--- config.mk ---
export PLATFORM = sky130hd
export DESIGN_NAME = regfile_wb_queue
export DESIGN_NICKNAME = d
export VERILOG_FILES = /design/src/rtl/regfile_wb_queue.sv
export SDC_FILE = /design/constraint.sdc
export NUM_CORES = 1
export LEC_CHECK = 0
export CORE_ASPECT_RATIO = 2
export CORE_MARGIN = 2
export CORE_UTILIZATION = 53
export DETAILED_ROUTE_END_ITERATION = 10
export PLACE_DENSITY = 0.83
export SYNTH_ARGS = -nofsm -noshare
export SYNTH_HDL_FRONTEND = slang
export SYNTH_SLANG_ARGS = --single-unit
--- constraint.sdc ---
create_clock -name clock -period 4.4 [get_ports clock]
set_input_delay 0.88 -clock clock [delete_from_list [all_inputs] [get_ports clock]]
set_output_delay 0.88 -clock clock [all_outputs]
set_load 0.005 [all_outputs]
--- src/rtl/regfile_wb_queue.sv ---
// regfile_wb_queue: in-order writeback FIFO owning the regfile write port (R0 never written).
// Define REGFILE_WB_BYPASS_EN to build the combinational operand-bypass lookups.
module regfile_wb_queue #(
  parameter int DEPTH  = 4,
  parameter int PTR_W  = 2,
  parameter int DATA_W = 16,
  parameter int REG_W  = 3
) (
  input  logic              clock,
  input  logic              reset,
  input  logic              in_valid,
  output logic              in_ready,
  input  logic [REG_W-1:0]  in_dest,
  input  logic [DATA_W-1:0] in_data,
  input  logic              stall,
  output logic [REG_W-1:0]  regDestination,
  output logic [DATA_W-1:0] writeData,
  output logic              writeEnable,
  output logic [PTR_W:0]    count,
  output logic              empty,
  output logic              full,
  input  logic [REG_W-1:0]  lookupReg1,
  input  logic [REG_W-1:0]  lookupReg2,
  output logic              lookupHit1,
  output logic              lookupHit2,
  output logic [DATA_W-1:0] lookupData1,
  output logic [DATA_W-1:0] lookupData2
);
  localparam int ENT_W = REG_W + DATA_W;
  logic [ENT_W-1:0]  mem_q [DEPTH];
  logic [ENT_W-1:0]  mem_d [DEPTH];
  logic [PTR_W-1:0]  head_q, head_d, tail_q, tail_d;
  logic [PTR_W:0]    count_q, count_d;
  logic              we_q, we_d;
  logic [REG_W-1:0]  rd_q, rd_d;
  logic [DATA_W-1:0] wd_q, wd_d;
  logic              push, pop;
  assign empty          = count_q == '0;
  assign full           = count_q == (PTR_W+1)'(DEPTH);
  assign in_ready       = !full;
  assign count          = count_q;
  assign writeEnable    = we_q;
  assign regDestination = rd_q;
  assign writeData      = wd_q;
  // R0 results complete the handshake but are dropped here
  assign push = in_valid && !full && in_dest != '0;
  assign pop  = !empty && !stall;
  always_comb begin
    mem_d = mem_q;
    if (push) mem_d[tail_q] = {in_dest, in_data};
    tail_d       = push ? tail_q + PTR_W'(1) : tail_q;
    head_d       = pop ? head_q + PTR_W'(1) : head_q;
    count_d      = count_q + (PTR_W+1)'(push) - (PTR_W+1)'(pop);
    we_d         = pop;
    {rd_d, wd_d} = pop ? mem_q[head_q] : {rd_q, wd_q};
  end
  always_ff @(posedge clock or posedge reset) begin
    if (reset) begin
      mem_q   <= '{default: '0};
      head_q  <= '0;
      tail_q  <= '0;
      count_q <= '0;
      we_q    <= 1'b0;
      rd_q    <= '0;
      wd_q    <= '0;
    end else begin
      mem_q   <= mem_d;
      head_q  <= head_d;
      tail_q  <= tail_d;
      count_q <= count_d;
      we_q    <= we_d;
      rd_q    <= rd_d;
      wd_q    <= wd_d;
    end
  end
`ifdef REGFILE_WB_BYPASS_EN
  // Scan oldest to youngest so the youngest match overwrites earlier ones
  function automatic logic [DATA_W:0] lookup(input logic [REG_W-1:0] r);
    logic [DATA_W:0]  res;
    logic [PTR_W-1:0] idx;
    res = '0;
    if (r != '0) begin
      if (we_q && rd_q == r) res = {1'b1, wd_q};
      for (int i = 0; i < DEPTH; i++) begin
        idx = head_q + PTR_W'(i);
        if ((PTR_W+1)'(i) < count_q && mem_q[idx][ENT_W-1 -: REG_W] == r)
          res = {1'b1, mem_q[idx][DATA_W-1:0]};
      end
    end
    return res;
  endfunction
  assign {lookupHit1, lookupData1} = lookup(lookupReg1);
  assign {lookupHit2, lookupData2} = lookup(lookupReg2);
`else
  logic unused_lookup;
  assign unused_lookup = ^{lookupReg1, lookupReg2};
  assign {lookupHit1, lookupData1} = '0;
  assign {lookupHit2, lookupData2} = '0;
`endif
endmodule

==> qor.csv, run 1 <==
stage,metric,value,unit
cts,clk-insertion-delay-late,0.33,ns
critical_path,end_kind,flip-flop,
placed_design,portBuffers,48,
global_route,gr-total-overflow,0,
power_and_ir_drop,cellPowerDensity,756,nW/um^2
layout,layout.nets,389,
synth,synth_cell_types,20,
cts,postCtsResizedCells,0,
detailed_routing,wl_per_cell,18.1,um
synth,synth_area_leaders,"dfrtp_1 (53%), mux2_2 (13%), mux2_4 (12%)",
sta,setup_viol,0,
cts,cts_setup_buffers,0,
layout,diodes,0,
die,die_height,140,um
cts,cts_root_buf,clkbuf_16,
synth,ys_seq_area_share,52.9,%
synth,synth_commonest_cells,"dfrtp_1 (103), mux2_2 (56), mux2_4 (40)",
global_route,grt_pass1_vias,2716,
placed_design,hpwl,5540,um
power_and_ir_drop,p_leak,2.48,nW
global_route,gr-usage-all-layers,18.4,%
sta,setup_tns,0,ns
detailed_routing,drtAntennaViolNets,0,
detailed_routing,drt_iter0_drc,150,
sta,rsz0062_at_grt,false,
cts,cts.sinks,103,
power_and_ir_drop,vdd_ir_drop_max,0.000281,V
synth,async_reset_ff_share,100,%
layout,fin_util,63.3,%
synth,synth_edf_count,0,
cts,cts_tree,done,
critical_path,start_kind,input port,
detailed_routing,wl,8320,um
synth,synth_top_area_share,52.9,%
job,max_cap_violations,0,
detailed_routing,firstDrtPassIters,4,
sta,finalMaxSlewViolations,0,
sta,finalCritPeriodShare,69.5,%
synth,avgSynthCellArea,16.4,sq um
detailed_routing,viasPerCell,5.42,
critical_path,worstPathMaxFanout,5,
synth,synthFlopType,dfrtp_1,
die,ios,89,
min_path,min_path_type,reg2reg,
global_route,grt_first_pass_wirelength,14300,um
cts,cts_max_path_buffers,2,
die,core_area,8950,sq um
die,die_area,10000,sq um
layout,nFillCells,648,
die,rows,49,
cts,cts-buffers-inserted,9,
detailed_routing,drc,0,
detailed_routing,vias,2493,
synth,synth.largest_area_cell,dfrtp_1,
synth,synth_area,4880,sq um
layout,drive_gt1_share,40.5,%
die,fp.dieW,71.8,um
sta,max_clock_freq,327,MHz
critical_path,crit_required,4.62,ns
sta,worstMarginPinSlew,1.02,ns
synth,syn_inst,297,
die,start_util,54.5,%
synth,synth_warnings,0,
cts,htreeDepth,3,
synth,synth-seq-cells,103,
sta,hold_viol,0,
global_route,antenna_found_initial,0,
run_status,status,"finished, final reports clean",
cts,holdBufCountCts,0,
sta,skew,0.00525,ns
critical_path,crit_arrival,3.27,ns
sta,max_slew_margin,31.8,%
layout,areaGrowthSynthToFinish,16.3,%
cts,clkTransAtPathRegs,0.06,ns
critical_path,worst-setup-path-type,in2reg,
synth,synth.most_common_cell,dfrtp_1,
placed_design,globalplace.congestion,0.759,
sta,period_needed,3.06,ns
global_route,grt_max_degree,45,
critical path: stages:
cell and delay, ns:
clkdlybuf4s50_1 0.60, nor3_4 0.13, nor3b_1 0.39, inv_1 0.10, ha_1 0.29, inv_1 0.04
ha_1 0.19, fa_1 0.38, xor2_1 0.16, xnor2_1 0.13
cells in the final DEF, fill, tap and decap left out, types with 4 or more instances in the layout:
cell               n
inv_1              7
nand2_1            4
nor3_4             5
mux2_2            56
conb_1            34
mux2_4            40
dfrtp_1          103
ha_1               6
mux4_2            19
buf_4              8
clkdlybuf4s50_1   48
clkbuf_16          9
where the power goes:
part	switching (mW)	internal [mW]	leakage, nW
clock	0.325	0.529	0.160
sequential	0.309	1.44	1.22
combinational	0.534	1.15	1.09
total	1.17	3.12	2.48
final cells by class:
cell class	count	area (sq um)	share of cell area, %
clock inverter	3	65.1	1.15
clock buffer	13	260	4.59
inverter	8	32.5	0.574
sequential	103	2580	45.5
tap	102	128	2.25
timing repair buffer	56	541	9.53
multi-input combinational	175	2070	36.5
state kept, by name (all words and copies together), names as in the netlist:
register / flops
writeEnable: 1
mem_q: 76
regDestination: 3
writeData: 16
head_q: 2
count: 3
tail_q: 2
final timing paths:
path	from	to	slack [ns]	cells after the start
min	writeData[6]	writeData[6]	0.50	1
max reg2reg	count[2]	count[2]	1.96	9
min reg2reg	writeData[6]	writeData[6]	0.50	1
max	in_dest[1]	count[2]	1.34	10
max in group asynchronous	reset	mem_q[30]	2.56	3
min in group asynchronous	reset	mem_q[39]	0.95	2
metrics by stage:
step | setup WS (ns) | power, mW | cells | cell area (sq um) | hold slack [ns]
finish | 1.34 | 4.29 | 460 | 5670 | 0.504
CTS | 1.33 | 4.35 | 460 | 5670 | 0.504
global route | 1.14 | 4.55 | 460 | 5670 | 0.521
floorplan | 0.816 | 2.96 | 330 | 5000 | 0.475
detailed placement | 0.975 | 3.48 | 444 | 5350 | 0.490
global placement | 1.03 | 3.38 | 444 | 5350 | 0.484
cells by family after synthesis:
group / Yosys count / synth area share [%]
XOR/XNOR: 5 / 0.898
adder cells (fa/ha/maj): 7 / 1.95
buffers and inverters: 52 / 7.34
flip-flops: 103 / 52.9
multiplexers: 115 / 34.0
other: 1 / 0.0769
AND/OR/NAND/NOR: 14 / 2.85
metal layers:
layer	share of wire [%]	up-vias	routed length (um)	track usage, %
li1	-	1098	-	-
met1	42	1317	3470	24.0
met2	53	64	4410	30.7
met3	3.5	14	289	3.19
met4	1.9	0	157	6.85
met5	0	-	0	0
Note: power is estimated with default switching activity, not from simulation.
==> run 2, diff against run 1 <==
--- a/config.mk
+++ b/config.mk
@@ -7,9 +7,9 @@
 export LEC_CHECK = 0
 export CORE_ASPECT_RATIO = 2
 export CORE_MARGIN = 2
-export CORE_UTILIZATION = 53
+export CORE_UTILIZATION = 47
 export DETAILED_ROUTE_END_ITERATION = 10
-export PLACE_DENSITY = 0.83
+export PLACE_DENSITY = 0.78
 export SYNTH_ARGS = -nofsm -noshare
 export SYNTH_HDL_FRONTEND = slang
 export SYNTH_SLANG_ARGS = --single-unit
==> constraint.sdc (replaced) <==
create_clock -name clock -period 2.6 [get_ports clock]
set_input_delay 0.52 -clock clock [delete_from_list [all_inputs] [get_ports clock]]
set_output_delay 0.52 -clock clock [all_outputs]
set_load 0.005 [all_outputs]
==> run 2 against run 1 <==
Compared with the run above:
- critical path depth unchanged
- largest power group is now combinational cells
- count of clock-buffer cells in the layout decreased by 3
- clock skew grew 0.00085 ns
- routed wire length up 7.3%
==> qor.csv, run 2 (same netlist as run 1, synthesis figures left out) <==
stage,metric,value,unit,change
critical_path,start_kind,input port,,
job,max_cap_violations,0,,unchanged
cts,holdBufCountCts,0,,unchanged
power_and_ir_drop,vdd_ir_drop_max,0.000618,V,+120%
global_route,gr-usage-all-layers,17.4,%,-1.0 points
sta,period_needed,2.36,ns,
layout,drive_gt1_share,42.5,%,+2.0 points
sta,max_clock_freq,423,MHz,
placed_design,globalplace.congestion,0.772,,+1.7%
detailed_routing,wl,8930,um,+7.3%
cts,postCtsResizedCells,0,,unchanged
layout,fin_util,58.0,%,-5.4 points
sta,max_slew_margin,55.9,%,+24 points
detailed_routing,met1_length,3510,um,+1.3%
placed_design,hpwl,6130,um,+11%
detailed_routing,drc,0,,unchanged
cts,cts-buffers-inserted,9,,unchanged
critical_path,r2r_slack,0.38,ns,-1.58 ns
cts,cts_tree,done,,
cts,cts.sinks,103,,unchanged
layout,final_cell_mix,"dfrtp_1 (103), mux2_2 (56), clkdlybuf4s50_1 (47)",,
die,core_area,10100,sq um,+13%
sta,hold_viol,0,,unchanged
placed_design,portBuffers,48,,unchanged
detailed_routing,routed.top_layer,met4,,
run_status,status,"finished, final reports clean",,
power_and_ir_drop,cellPowerDensity,1260,nW/um^2,+67%
detailed_routing,viasPerCell,4.99,,-8.0%
detailed_routing,vias,2514,,+0.84%
critical_path,crit_required,2.83,ns,-1.79 ns
power_and_ir_drop,p_leak,2.55,nW,+3.0%
sta,setup_viol,0,,unchanged
die,fp.dieW,76.0,um,+5.8%
die,start_util,48.3,%,-6.1 points
critical_path,worst-setup-path-type,in2reg,,
layout,final_common_cell,dfrtp_1,,
sta,finalCritPeriodShare,90.9,%,
global_route,antenna_found_initial,0,,unchanged
die,die_height,148,um,+6.0%
layout,diodes,0,,unchanged
detailed_routing,firstDrtPassIters,4,,unchanged
detailed_routing,drt_iter0_drc,118,,-21%
global_route,grt_first_pass_wirelength,15000,um,+5.1%
critical_path,end_kind,flip-flop,,
cts,cts_root_buf,clkbuf_16,,
global_route,grt_max_degree,48,,+6.7%
min_path,min_path_type,reg2reg,,
power_and_ir_drop,total_power,7.38,mW,+72%
die,die_area,11300,sq um,+12%
layout,largest-register,mem_q,,
critical_path,worstPathMaxFanout,2,,-3
critical_path,crit_arrival,2.59,ns,-0.68 ns
cts,clk-insertion-delay-late,0.35,ns,+0.02 ns
cts,htreeDepth,3,,unchanged
die,rows,52,,+6.1%
detailed_routing,wl_per_cell,17.7,um,-2.1%
sta,finalMaxSlewViolations,0,,unchanged
detailed_routing,routed-wl-met2,4990,um,+13%
sta,rsz0062_at_grt,false,,
detailed_routing,drtAntennaViolNets,0,,unchanged
layout,largest_reg_flops,76,,unchanged
cts,cts_setup_buffers,0,,unchanged
die,ios,89,,unchanged
global_route,gr-total-overflow,0,,unchanged
sta,worstMarginPinSlew,0.660,ns,-0.363 ns
sta,skew,0.00610,ns,+0.000854 ns
global_route,grt_pass1_vias,2797,,+3.0%
layout,areaGrowthSynthToFinish,19.9,%,
cts,cts_max_path_buffers,2,,unchanged
cts,clkTransAtPathRegs,0.06,ns,about the same
layout,layout.nets,400,,+2.8%
detailed_routing,wl_met3,253,um,-12%
sta,timing.hold.ws,0.503,ns,-0.000662 ns
run 2: cell count changes in the layout (fill, tap and decap cells not counted), sizes merged:
| cell | delta |
|---|---|
| clkinv | +2 |
| clkinvlp | +1 |
| buf | +11 |
| clkbuf | -3 |
| clkdlybuf4s50 | -1 |
| dlymetal6s2s | +1 |
run 2: cell type report:
cell class | instances | area [sq um]
fill | 794 | 4240
inverter | 8 | 33.8
clock buffer | 10 | 229
clock inverter | 6 | 83.8
sequential | 103 | 2580
multi-input combinational | 175 | 2070
tap | 135 | 169
timing repair buffer | 67 | 688
run 2: worst paths after layout:
check | endpoint | cells past startpoint | startpoint
max in group asynchronous | mem_q[75] | 3 | reset
hold / removal | mem_q[33] | 1 | mem_q[33]
setup reg to reg | count[2] | 8 | count[1]
min in group asynchronous | writeData[7] | 2 | reset
hold reg to reg | mem_q[33] | 1 | mem_q[33]
setup / recovery | count[2] | 10 | in_dest[1]
run 2: routing by layer:
| layer | GRT usage, % | vias to the layer above |
|---|---|---|
| met5 | 0 | - |
| met4 | 6.82 | 0 |
| met3 | 2.87 | 11 |
| met2 | 31.7 | 61 |
| met1 | 20.5 | 1324 |
| li1 | - | 1118 |
run 2: worst max-delay path, cell delays in order:
cell	delay, ns
clkdlybuf4s50_1	0.53
nor3_4	0.06
nor3b_1	0.24
inv_1	0.08
ha_1	0.28
inv_1	0.04
ha_1	0.18
fa_1	0.37
xor2_1	0.16
xnor2_1	0.13
run 2: stage by stage:
stage	instance area (sq um)	TNS, ns	setup slack, ns	instances
6_report	5850	0	0.236	504
5_1_grt	5850	0	0.106	504
4_1_cts	5850	0	0.108	504
3_5_place_dp	5530	-0.271	-0.254	488
3_3_place_gp	5530	-0.204	-0.204	488
2_1_floorplan	5000	0	0.280	330
run 2: report_power, final:
group          switching [mW]  leakage (nW)  internal [mW]
Clock                   0.578         0.157          0.842
Sequential              0.486          1.22           2.44
Combinational           0.998          1.17           2.04
